===== src/rtl/scr1_vexu_isa_pkg.sv =====
// Purpose : vector command format shared between the IDU and the vector execution unit.
// Latency : n/a (type definitions only).
// Backpressure: n/a.
package scr1_vexu_isa_pkg;

    typedef struct packed {
        logic [7:0] opcode;
        logic [4:0] rs3_addr;
        logic [4:0] rs2_addr;
        logic [4:0] rs1_addr;
        logic [4:0] rd_addr;
    } type_scr1_vexu_cmd_s;

endpackage


===== src/rtl/scr1_vexu_pkg.sv =====
// Purpose : vexu scheduler types (command queue entry) and constants.
// Latency : n/a (type definitions only).
// Backpressure: n/a.
package scr1_vexu_pkg;

    import scr1_vexu_isa_pkg::*;

    localparam int SCR1_VREG_NUM    = 32;
    // Unit index is stored wider than $clog2(NUM_UNIT) so the entry type does not
    // depend on a module parameter; out-of-range indices still survive intact.
    localparam int SCR1_VEXU_UNIT_W = 8;

    typedef struct packed {
        type_scr1_vexu_cmd_s         cmd;
        logic [SCR1_VEXU_UNIT_W-1:0] unit;
        logic                        rd_we;
    } type_scr1_vexu_qent_s;

    function automatic logic [SCR1_VREG_NUM-1:0] vreg_onehot(input logic [4:0] addr);
        vreg_onehot       = '0;
        vreg_onehot[addr] = 1'b1;
    endfunction

endpackage


===== src/rtl/vexu_wb_arb.sv =====
// Purpose : round-robin arbiter, one-hot grant starting the search at pointer p.
// Latency : grant is combinational from req; pointer moves to grant+1 on the edge when adv=1.
// Backpressure: none; requesters hold req until granted.
// Ports   : clk, rst (async active-high), req[NUM_UNIT], adv, gnt[NUM_UNIT] one-hot.
module vexu_wb_arb #(
    parameter int NUM_UNIT = 4
) (
    input  logic                clk,
    input  logic                rst,
    input  logic [NUM_UNIT-1:0] req,
    input  logic                adv,
    output logic [NUM_UNIT-1:0] gnt
);

    localparam int UW = $clog2(NUM_UNIT);

    logic [UW-1:0]       ptr_q, ptr_d;
    logic [NUM_UNIT-1:0] gnt_hi, gnt_lo;
    logic                hit_hi, hit_lo;

    // Two priority passes: lowest requester at or above the pointer, else the
    // lowest requester overall (wrapped search).
    always_comb begin
        gnt_hi = '0;
        gnt_lo = '0;
        hit_hi = 1'b0;
        hit_lo = 1'b0;
        for (int j = 0; j < NUM_UNIT; j++) begin
            if (req[j] && (j >= int'(ptr_q)) && !hit_hi) begin
                gnt_hi[j] = 1'b1;
                hit_hi    = 1'b1;
            end
            if (req[j] && !hit_lo) begin
                gnt_lo[j] = 1'b1;
                hit_lo    = 1'b1;
            end
        end
        gnt = hit_hi ? gnt_hi : gnt_lo;
    end

    always_comb begin
        ptr_d = ptr_q;
        if (adv) begin
            for (int j = 0; j < NUM_UNIT; j++) begin
                if (gnt[j]) begin
                    ptr_d = (j == NUM_UNIT - 1) ? '0 : UW'(j + 1);
                end
            end
        end
    end

    always_ff @(posedge clk or posedge rst) begin
        if (rst) begin
            ptr_q <= '0;
        end else begin
            ptr_q <= ptr_d;
        end
    end

endmodule


===== src/rtl/vexu_sched.sv =====
// Purpose : in-order vector command issue with a 32-bit write scoreboard and
//           round-robin writeback onto the single VRF write port.
// Latency : command pushed at edge N may issue in cycle N+1; writeback ack and VRF
//           write are combinational in the cycle of the granted wb_req.
// Backpressure: vexu2idu_rdy low while the queue is full; the head waits on a
//           scoreboard hazard or unit rdy; units hold wb_req until acked.
// Option  : SCR1_VEXU_WB_BYPASS_EN - hazard check sees this cycle's writeback
//           clear, so a released head issues in the ack cycle.
// Ports   : clk/rst; idu2vexu_* command in, vexu2idu_rdy/busy out;
//           vexu2unit_req/cmd issue out, unit2vexu_rdy in; unit2vexu_wb_* results
//           in, vexu2unit_wb_ack out; vexu2vrf_rd_* VRF write port out.
module vexu_sched
    import scr1_vexu_isa_pkg::*;
    import scr1_vexu_pkg::*;
#(
    parameter  int LANE       = 8,
    parameter  int NUM_UNIT   = 4,
    parameter  int CMDQ_DEPTH = 4,
    localparam int UW         = $clog2(NUM_UNIT)
) (
    input  logic                               clk,
    input  logic                               rst,
    input  logic                               idu2vexu_req,
    input  type_scr1_vexu_cmd_s                idu2vexu_cmd,
    input  logic [UW-1:0]                      idu2vexu_unit,
    input  logic                               idu2vexu_rd_we,
    output logic                               vexu2idu_rdy,
    output logic                               vexu2idu_busy,
    output logic [NUM_UNIT-1:0]                vexu2unit_req,
    output type_scr1_vexu_cmd_s                vexu2unit_cmd,
    input  logic [NUM_UNIT-1:0]                unit2vexu_rdy,
    input  logic [NUM_UNIT-1:0]                unit2vexu_wb_req,
    input  logic [NUM_UNIT-1:0][4:0]           unit2vexu_wb_addr,
    input  logic [NUM_UNIT-1:0][LANE-1:0]      unit2vexu_wb_mask,
    input  logic [NUM_UNIT-1:0][LANE-1:0][31:0] unit2vexu_wb_data,
    output logic [NUM_UNIT-1:0]                vexu2unit_wb_ack,
    output logic [4:0]                         vexu2vrf_rd_addr,
    output logic [LANE-1:0]                    vexu2vrf_rd_wreq,
    output logic [LANE-1:0][31:0]              vexu2vrf_rd_wdata
);

    localparam int QW = $clog2(CMDQ_DEPTH);
    localparam int CW = QW + 1;

    // Command queue state
    type_scr1_vexu_qent_s      cmdq_q [CMDQ_DEPTH];
    logic [QW-1:0]             wr_ptr_q, wr_ptr_d;
    logic [QW-1:0]             rd_ptr_q, rd_ptr_d;
    logic [CW-1:0]             cnt_q, cnt_d;

    // Scoreboard and VRF hold registers
    logic [SCR1_VREG_NUM-1:0]  sb_q, sb_d;
    logic [4:0]                rd_addr_q, rd_addr_d;
    logic [LANE-1:0][31:0]     rd_wdata_q, rd_wdata_d;

    type_scr1_vexu_qent_s      push_ent, head;
    logic                      q_full, head_vld;
    logic                      push, pop, issue, drop;
    logic [NUM_UNIT-1:0]       unit_oh;
    logic                      unit_ok, unit_rdy, hazard;
    logic [SCR1_VREG_NUM-1:0]  sb_eff, sb_set, sb_clr;

    logic [NUM_UNIT-1:0]       wb_gnt;
    logic                      wb_any;
    logic [4:0]                wb_addr_sel;
    logic [LANE-1:0]           wb_mask_sel;
    logic [LANE-1:0][31:0]     wb_data_sel;

    // ------------------------------------------------------------------
    // Command queue
    // ------------------------------------------------------------------
    // Full is judged on the registered count: a pop in the same cycle does
    // not open a slot for a push.
    assign q_full   = (cnt_q == CW'(CMDQ_DEPTH));
    assign head_vld = (cnt_q != '0);
    assign head     = cmdq_q[rd_ptr_q];
    assign push     = idu2vexu_req & ~q_full;

    assign push_ent = '{cmd:   idu2vexu_cmd,
                        unit:  {{(SCR1_VEXU_UNIT_W - UW){1'b0}}, idu2vexu_unit},
                        rd_we: idu2vexu_rd_we};

    always_ff @(posedge clk) begin
        if (push) begin
            cmdq_q[wr_ptr_q] <= push_ent;
        end
    end

    always_comb begin
        wr_ptr_d = wr_ptr_q;
        rd_ptr_d = rd_ptr_q;
        cnt_d    = cnt_q;
        if (push) begin
            wr_ptr_d = wr_ptr_q + 1'b1;
        end
        if (pop) begin
            rd_ptr_d = rd_ptr_q + 1'b1;
        end
        case ({push, pop})
            2'b10:   cnt_d = cnt_q + 1'b1;
            2'b01:   cnt_d = cnt_q - 1'b1;
            default: cnt_d = cnt_q;
        endcase
    end

    // ------------------------------------------------------------------
    // Head decode and hazard check
    // ------------------------------------------------------------------
    // An index with no matching unit leaves unit_oh all-zero; such a head is
    // discarded without issue.
    always_comb begin
        unit_oh = '0;
        for (int u = 0; u < NUM_UNIT; u++) begin
            unit_oh[u] = (head.unit == SCR1_VEXU_UNIT_W'(u));
        end
    end

    assign unit_ok  = |unit_oh;
    assign unit_rdy = |(unit_oh & unit2vexu_rdy);

    assign sb_clr = wb_any ? vreg_onehot(wb_addr_sel) : '0;

`ifdef SCR1_VEXU_WB_BYPASS_EN
    assign sb_eff = sb_q & ~sb_clr;
`else
    assign sb_eff = sb_q;
`endif

    assign hazard = sb_eff[head.cmd.rs1_addr]
                  | sb_eff[head.cmd.rs2_addr]
                  | sb_eff[head.cmd.rs3_addr]
                  | (head.rd_we & sb_eff[head.cmd.rd_addr]);

    assign issue = head_vld & unit_ok & ~hazard & unit_rdy;
    assign drop  = head_vld & ~unit_ok;
    assign pop   = issue | drop;

    assign vexu2unit_req = (head_vld & ~hazard) ? unit_oh : '0;
    assign vexu2unit_cmd = head.cmd;

    assign sb_set = (issue & head.rd_we) ? vreg_onehot(head.cmd.rd_addr) : '0;

    // Set is applied after clear so a same-cycle set of a released register wins.
    assign sb_d = (sb_q & ~sb_clr) | sb_set;

    // ------------------------------------------------------------------
    // Writeback arbitration onto the VRF port
    // ------------------------------------------------------------------
    vexu_wb_arb #(
        .NUM_UNIT (NUM_UNIT)
    ) u_wb_arb (
        .clk (clk),
        .rst (rst),
        .req (unit2vexu_wb_req),
        .adv (wb_any),
        .gnt (wb_gnt)
    );

    always_comb begin
        wb_addr_sel = '0;
        wb_mask_sel = '0;
        wb_data_sel = '0;
        for (int u = 0; u < NUM_UNIT; u++) begin
            if (wb_gnt[u]) begin
                wb_addr_sel = unit2vexu_wb_addr[u];
                wb_mask_sel = unit2vexu_wb_mask[u];
                wb_data_sel = unit2vexu_wb_data[u];
            end
        end
    end

    assign wb_any = |wb_gnt;

    // Address and data keep showing the last granted write when idle.
    assign rd_addr_d  = wb_any ? wb_addr_sel : rd_addr_q;
    assign rd_wdata_d = wb_any ? wb_data_sel : rd_wdata_q;

    assign vexu2unit_wb_ack  = wb_gnt;
    assign vexu2vrf_rd_addr  = rd_addr_d;
    assign vexu2vrf_rd_wdata = rd_wdata_d;
    assign vexu2vrf_rd_wreq  = wb_any ? wb_mask_sel : '0;

    assign vexu2idu_rdy  = ~q_full;
    assign vexu2idu_busy = head_vld | (|sb_q);

    // ------------------------------------------------------------------
    // State registers
    // ------------------------------------------------------------------
    always_ff @(posedge clk or posedge rst) begin
        if (rst) begin
            wr_ptr_q   <= '0;
            rd_ptr_q   <= '0;
            cnt_q      <= '0;
            sb_q       <= '0;
            rd_addr_q  <= '0;
            rd_wdata_q <= '0;
        end else begin
            wr_ptr_q   <= wr_ptr_d;
            rd_ptr_q   <= rd_ptr_d;
            cnt_q      <= cnt_d;
            sb_q       <= sb_d;
            rd_addr_q  <= rd_addr_d;
            rd_wdata_q <= rd_wdata_d;
        end
    end

endmodule


===== config.mk =====
export PLATFORM = sky130hd
export DESIGN_NAME = vexu_sched
export DESIGN_NICKNAME = d
export VERILOG_FILES = /design/src/rtl/scr1_vexu_isa_pkg.sv /design/src/rtl/scr1_vexu_pkg.sv /design/src/rtl/vexu_wb_arb.sv /design/src/rtl/vexu_sched.sv
export SDC_FILE = /design/constraint.sdc
export NUM_CORES = 1
export LEC_CHECK = 0
export BUFFER_PORTS_ARGS = -buffer_cell sky130_fd_sc_hd__buf_2
export CAP_MARGIN = 20
export CORE_AREA = 2 2 555 557
export DETAILED_ROUTE_END_ITERATION = 12
export DIE_AREA = 0 0 557 559
export GPL_ROUTABILITY_DRIVEN = 0
export PLACE_DENSITY = 0.33
export SKIP_CTS_REPAIR_TIMING = 1
export SLEW_MARGIN = 20
export SYNTH_ARGS = -nofsm -noshare
export SYNTH_HDL_FRONTEND = slang
export SYNTH_SLANG_ARGS = --single-unit

===== constraint.sdc =====
create_clock -name clk -period 13.2 [get_ports clk]
set_input_delay 2.64 -clock clk [delete_from_list [all_inputs] [get_ports clk]]
set_output_delay 2.64 -clock clk [all_outputs]
set_load 0.01 [all_outputs]

After elaboration in Yosys (flattened, before gate mapping)
Memory sizes are Yosys's and may differ from the RTL's.
Cells that the tools add are included.

word-level totals
  register bits after elaboration = 302
  bits in latches = 0
  memory bits (writable) = 124
  ROM bits = 0
  bits of input ports = 1,118
  output and inout bits = 307
  word-level logic and storage cells = 132
  memories kept = 1

memories
  memory  words  width  read ports  clocked after Yosys merged registers in  write ports  line              text
  cmdq_q  4      31     1           0                                        1            vexu_sched.sv:46  type_scr1_vexu_qent_s cmdq_q [CMDQ_DEPTH];

cells by class
  add/sub/neg operators = 4
  multipliers = 0
  divide/modulo/power cells = 0
  order comparisons = 10
  equal/unequal tests = 6
  shift-type cells = 0
  multiplexer cells = 51
  bitwise gates (word level) = 20
  reduce and logical (&&, ||, !) cells = 26

operator list
  operator                                                               number
  256-bit 2-to-1 mux                                                     5
  32-bit 2-to-1 mux                                                      2
  8-bit 2-to-1 mux                                                       5
  32-bit AND                                                             1
  32-bit NOT                                                             1
  32-bit OR                                                              1
  32-bit OR reduction                                                    1
  5-bit by 6-bit < comparator with 1-bit output, second input constant   5
  5-bit 2-to-1 mux                                                       5
  1-bit 2-to-1 mux                                                       21
  1-bit binary-select mux with 5-bit select                              4
  8-bit by 2-bit == test with 1-bit output, second input constant        2
  4-bit OR reduction                                                     3
  1-bit logical AND                                                      11
  1-bit demux with 5-bit select                                          2
  5-bit by 1-bit >= comparator with 1-bit output, second input constant  2
  1-bit AND                                                              8
  8-bit by 1-bit == test with 1-bit output, second input constant        1
  8-bit logical NOT                                                      1
  2-bit 2-to-1 mux                                                       4
  4-bit 2-to-1 mux                                                       2
  1-bit logical NOT                                                      6
  3-bit one-hot mux with 2 select lines                                  1
  1-bit OR                                                               5
  14 further kinds                                                       18

Depth between registers and ports, before layout
  depth after elaboration = 25
  mapped depth = 19
  mapped depth without buffers = 14

Hierarchy
From an unflattened synthesis, not the netlist that was laid out.

second synthesis, totals
  cell total of the unflattened synthesis = 2,368
  area total of the unflattened synthesis = 23,038.3 um2

modules (own cells, without submodules)
  module       times used  cells each  area each (um2)  seq. area each (um2)
  vexu_sched   1           2,336       22,783.1         11,230.8
  vexu_wb_arb  1           32          255.2            50.0

Worst setup path after synthesis
OpenSTA, ideal clock, no wires.

  path type = input-to-output
  start = in unit2vexu_wb_req[0]
  end = out vexu2vrf_rd_wdata[114] in the netlist's numbering
  data arrival time = 4,763 ps
  data required time = 10,560 ps
  slack = 5,797 ps
  cell stages on the path = 10
  path through = clkbuf_1 > a21oi_1 > o211ai_1 > inv_1 > clkbuf_1 > clkbuf_1 > clkbuf_1 > buf_1 > a222oi_1 > nand2_1

RTL lines
  what         line              text
  from (decl)  vexu_sched.sv:32  input logic [NUM_UNIT-1:0] unit2vexu_wb_req,
  to (decl)    vexu_sched.sv:39  output logic [LANE-1:0][31:0] vexu2vrf_rd_wdata

==> impl_metrics.sql <==
INSERT INTO impl_metrics (metric_group, metric, value, unit) VALUES
('synthesis', 'synth_seq_area_share', '0.509', ''),
('floorplanning', 'initial_utilization', '0.0727', ''),
('layout', 'final_cell_area', '36400', 'sq um'),
('synthesis', 'post_synth_inst_count', '2197', ''),
('routing', 'routed_wire_length_per_instance', '27.4', 'microns'),
('setup_path', 'critical_path.max_fanout', '109', ''),
('setup_path', 'reg2reg_slack', '8.13', 'ns'),
('synthesis', 'synth_cell_type_count', '65', ''),
('timing', 'setup_total_negative_slack', '0', 'ns'),
('layout', 'postLayoutCoreUtil', '0.119', ''),
('timing', 'max_slew_margin', '0.296', ''),
('power', 'power-per-cell-area', '221', 'nW/um^2'),
('synthesis', 'synth_warnings', '0', ''),
('timing', 'post-route-min-period', '9.22', 'ns'),
('timing', 'setup_violations', '0', ''),
('timing', 'setup_repair_after_global_routing_missed_its_margin', 'false', ''),
('cts', 'clockRootBuffer', 'sky130_fd_sc_hd__clkbuf_16', ''),
('power', 'leakage', '0.0153', 'uW'),
('grt', 'grt_antenna_before_repair', '185', ''),
('placement', 'place_hpwl', '177000', 'microns'),
('layout', 'share_of_post_route_cells_with_drive_strength_above_1', '0.454', ''),
('layout', 'finalNetCount', '4649', ''),
('hold_path', 'whs_path_depth', '1', ''),
('routing', 'vias_per_cell', '3.39', ''),
('power', 'max-vdd-ir-drop', '0.0000995', 'V'),
('setup_path', 'worstRegToRegCells', '15', ''),
('routing', 'vias', '26200', ''),
('timing', 'slew_worst_pin', '1.06', 'ns'),
('setup_path', 'critical_path.reg2reg.endpoint', 'cnt_q[2]', ''),
('setup_path', 'worst-setup-path-type', 'in2out', ''),
('layout', 'finish.cell_count_without_fillers', '7732', ''),
('setup_path', 'regToRegStartpoint', 'rd_ptr_q[0]', ''),
('cts', 'max-clock-path-buffers', '3', ''),
('floorplanning', 'fp.dieArea', '311000', 'sq um'),
('setup_path', 'cp_data_arrival_time', '6.58', 'ns'),
('floorplanning', 'core_area', '305000', 'sq um'),
('hold_path', 'holdPathEnd', 'rd_addr_q[0]', ''),
('cts', 'tritoncts', 'built', ''),
('layout', 'area_growth_syn_to_layout', '64.2', '%'),
('cts', 'clkSlewWorstSetupHoldPaths', '0.06', 'ns'),
('floorplanning', 'cell_rows', '203', ''),
('routing', 'detail_route.first_pass.iterations', '9', ''),
('synthesis', 'syn_nets', '3321', ''),
('placement', 'placed_area', '34000', 'sq um'),
('run_status', 'outcome', 'finished, final reports clean', ''),
('placement', 'dp_cells', '7562', ''),
('cts', 'worstSkewPairLatency', '0.79', 'ns'),
('cts', 'h_tree_lvls', '2', ''),
('setup_path', 'crit_path_start_kind', 'input port', ''),
('routing', 'routed_wirelength', '212000', 'microns'),
('floorplanning', 'number_of_ports_placed_on_the_die_boundary', '1425', ''),
('timing', 'period_share', '0.699', ''),
('flow_run', 'max_cap_viol_count', '0', ''),
('synthesis', 'synth-seq-cells', '426', ''),
('cts', 'clock_sink_count', '426', ''),
('setup_path', 'data_required_critical_path', '10.56', 'ns'),
('routing', 'ant_nets', '0', ''),
('grt', 'global_route.usage.total', '0.130', ''),
('synthesis', 'syn_area', '22200', 'sq um'),
('routing', 'drtIter0Drc', '2303', ''),
('synthesis', 'ys_async_sr_fraction', '0.709', ''),
('synthesis', 'edff_count_synth', '124', ''),
('grt', 'grt_remaining_overflow', '0', ''),
('hold_path', 'worstHoldPathType', 'reg2reg', ''),
('setup_path', 'worstSetupEndpointType', 'primary output', ''),
('synthesis', 'synth_area_per_cell', '10.1', 'sq um'),
('hold_path', 'worst_hold_startpoint', 'rd_addr_q[0]', ''),
('synthesis', 'yosys_most_used_dff', 'sky130_fd_sc_hd__dfrtp_1', ''),
('placement', 'number_of_buffers_added_on_ports', '1424', ''),
('timing', 'fin_skew', '0.0437', 'ns'),
('timing', 'max_slew_violation_count', '0', ''),
('routing', 'drcViolationCount', '0', ''),
('grt', 'number_of_global_route_vias_before_repair', '26100', ''),
('cts', 'cts_made_buffers', '61', ''),
('grt', 'grt_first_pass_wirelength', '266000', 'microns'),
('floorplanning', 'die_x', '557', 'microns'),
('grt', 'largest_net_degree_at_the_start_of_global_routing', '143', ''),
('layout', 'fillerInstances', '35300', ''),
('floorplanning', 'die_h', '559', 'microns'),
('timing', 'final_hold_vios', '0', ''),
('timing', 'fmax', '108', 'MHz');
==> layout by cell type (no fill, tap or decap), types with 9 or more instances in the layout <==
cell,n
sky130_fd_sc_hd__dfrtp_1,300
sky130_fd_sc_hd__mux4_2,33
sky130_fd_sc_hd__nand3_1,16
sky130_fd_sc_hd__a21oi_1,176
sky130_fd_sc_hd__a31oi_1,69
sky130_fd_sc_hd__o22ai_1,11
sky130_fd_sc_hd__mux2i_1,72
sky130_fd_sc_hd__edfxtp_1,124
sky130_fd_sc_hd__clkbuf_1,12
sky130_fd_sc_hd__nor2_1,246
sky130_fd_sc_hd__nand2b_1,9
sky130_fd_sc_hd__o31ai_1,31
sky130_fd_sc_hd__buf_2,1424
sky130_fd_sc_hd__diode_2,54
sky130_fd_sc_hd__a221o_1,160
sky130_fd_sc_hd__a222oi_1,96
sky130_fd_sc_hd__o21ai_0,201
sky130_fd_sc_hd__bufinv_16,9
sky130_fd_sc_hd__a22oi_1,39
sky130_fd_sc_hd__buf_4,30
sky130_fd_sc_hd__clkbuf_16,63
sky130_fd_sc_hd__nand2_1,292
sky130_fd_sc_hd__nand3b_1,9
sky130_fd_sc_hd__inv_1,12
sky130_fd_sc_hd__nor4_1,9
==> cells by family (layout without fill, tap and decap cells) <==
logic type	after synthesis	in the layout	synth area share
adder cells (fa/ha/maj)	6	6	0.00372
other	0	54	0
buffers and inverters	212	1593	0.0405
flip-flops	426	426	0.509
AO/OA/AOI/OAI	815	815	0.259
AND/OR/NAND/NOR	623	623	0.117
multiplexers	109	109	0.0694
XOR/XNOR	6	6	0.00237
==> stage by stage <==
stage	worst slack (ns)	total power, uW	hold WS [ns]
global route	3.57	8490	0.496
detailed placement	3.72	6300	0.460
floorplan	2.21	4060	0.456
finish	3.98	8040	0.469
CTS	3.72	8250	0.475
global placement	3.33	6270	0.461
==> cells in the mapped netlist, types with 3 or more instances <==
master	n	area, sq um
sky130_fd_sc_hd__or3_1	4	25.0
sky130_fd_sc_hd__a211oi_1	4	30.0
sky130_fd_sc_hd__buf_2	7	35.0
sky130_fd_sc_hd__a222oi_1	96	961
sky130_fd_sc_hd__buf_1	8	30.0
sky130_fd_sc_hd__buf_6	10	113
sky130_fd_sc_hd__mux2i_1	72	721
sky130_fd_sc_hd__a21o_1	4	30.0
sky130_fd_sc_hd__a21oi_1	176	881
sky130_fd_sc_hd__nor2_1	246	923
sky130_fd_sc_hd__nor2b_1	8	50.1
sky130_fd_sc_hd__and2_1	3	18.8
sky130_fd_sc_hd__nor4_1	9	56.3
sky130_fd_sc_hd__a32oi_1	3	26.3
sky130_fd_sc_hd__a31oi_1	69	432
sky130_fd_sc_hd__o21ai_0	202	1010
sky130_fd_sc_hd__nand2b_1	9	56.3
sky130_fd_sc_hd__edfxtp_1	124	3720
sky130_fd_sc_hd__mux4_2	33	743
sky130_fd_sc_hd__o22ai_1	11	68.8
sky130_fd_sc_hd__ha_1	5	62.6
sky130_fd_sc_hd__a221o_1	160	1600
sky130_fd_sc_hd__o211ai_1	6	45.0
sky130_fd_sc_hd__dfrtp_1	302	7560
sky130_fd_sc_hd__clkbuf_1	168	631
sky130_fd_sc_hd__inv_1	14	52.6
sky130_fd_sc_hd__nand2_1	293	1100
sky130_fd_sc_hd__nand3_1	16	80.1
sky130_fd_sc_hd__nand4_1	6	37.5
sky130_fd_sc_hd__and3_1	5	31.3
sky130_fd_sc_hd__o21a_1	3	22.5
sky130_fd_sc_hd__nand3b_1	9	67.6
sky130_fd_sc_hd__o31ai_1	31	233
sky130_fd_sc_hd__xnor2_1	4	35.0
sky130_fd_sc_hd__a22oi_1	39	293
==> area by class of cell <==
cell class / count / area (sq um) / area share
sequential: 426 / 11300 / 0.310
clock inverter: 33 / 520 / 0.0143
inverter: 16 / 90.1 / 0.00247
clock buffer: 83 / 1730 / 0.0475
timing repair buffer: 1461 / 7480 / 0.205
antenna: 54 / 135 / 0.00371
multi-input combinational: 1559 / 10100 / 0.276
tap: 4100 / 5130 / 0.141
==> critical path: stages <==
cell and delay, ns:
sky130_fd_sc_hd__buf_2 0.17, sky130_fd_sc_hd__nor2b_1 0.15, sky130_fd_sc_hd__o21ai_0 0.46, sky130_fd_sc_hd__nand2_4 0.46, sky130_fd_sc_hd__inv_8 0.70, sky130_fd_sc_hd__buf_4 0.52
sky130_fd_sc_hd__a221o_1 0.18, sky130_fd_sc_hd__a21oi_1 0.06, sky130_fd_sc_hd__o21ai_0 0.79, sky130_fd_sc_hd__buf_2 0.28
==> how the worst max path moves through the flow <==
| stage | end | slack [ns] | startpoint | depth (start not counted) |
|---|---|---|---|---|
| 2_1_floorplan | cnt_q[0] | 2.21 | rst | 1 |
| 3_3_place_gp | vexu2vrf_rd_wdata[212] | 3.33 | unit2vexu_wb_req[0] | 10 |
| 3_5_place_dp | vexu2vrf_rd_wdata[212] | 3.72 | unit2vexu_wb_req[0] | 10 |
| 4_1_cts | vexu2vrf_rd_wdata[212] | 3.72 | unit2vexu_wb_req[0] | 10 |
| 5_1_grt | vexu2vrf_rd_wdata[212] | 3.57 | unit2vexu_wb_req[0] | 10 |
| 6_report | vexu2vrf_rd_wdata[129] | 3.98 | unit2vexu_wb_req[0] | 10 |
==> routing by layer <==
metal	vias up	GRT usage	wire length (microns)
met3	461	0.0398	18000
met1	12900	0.131	72200
li1	11200	-	-
met4	118	0.0602	10300
met2	1533	0.240	110000
met5	-	0	763
==> registers in the layout, indices dropped and copies added, names as in the netlist <==
| name | count |
|---|---|
| cmdq_q | 124 |
| cnt_q | 3 |
| u_wb_arb.ptr_q | 2 |
| wr_ptr_q | 2 |
| sb_eff | 32 |
| rd_wdata_q | 256 |
| rd_addr_q | 5 |
| rd_ptr_q | 2 |
==> report_power, final <==
group / leakage [uW] / internal (uW) / switching (uW)
sequential: 0.00484 / 1860 / 178
combinational: 0.00935 / 1270 / 2860
clock: 0.00109 / 1110 / 767
No activity file was read; power rests on OpenSTA's default activity.
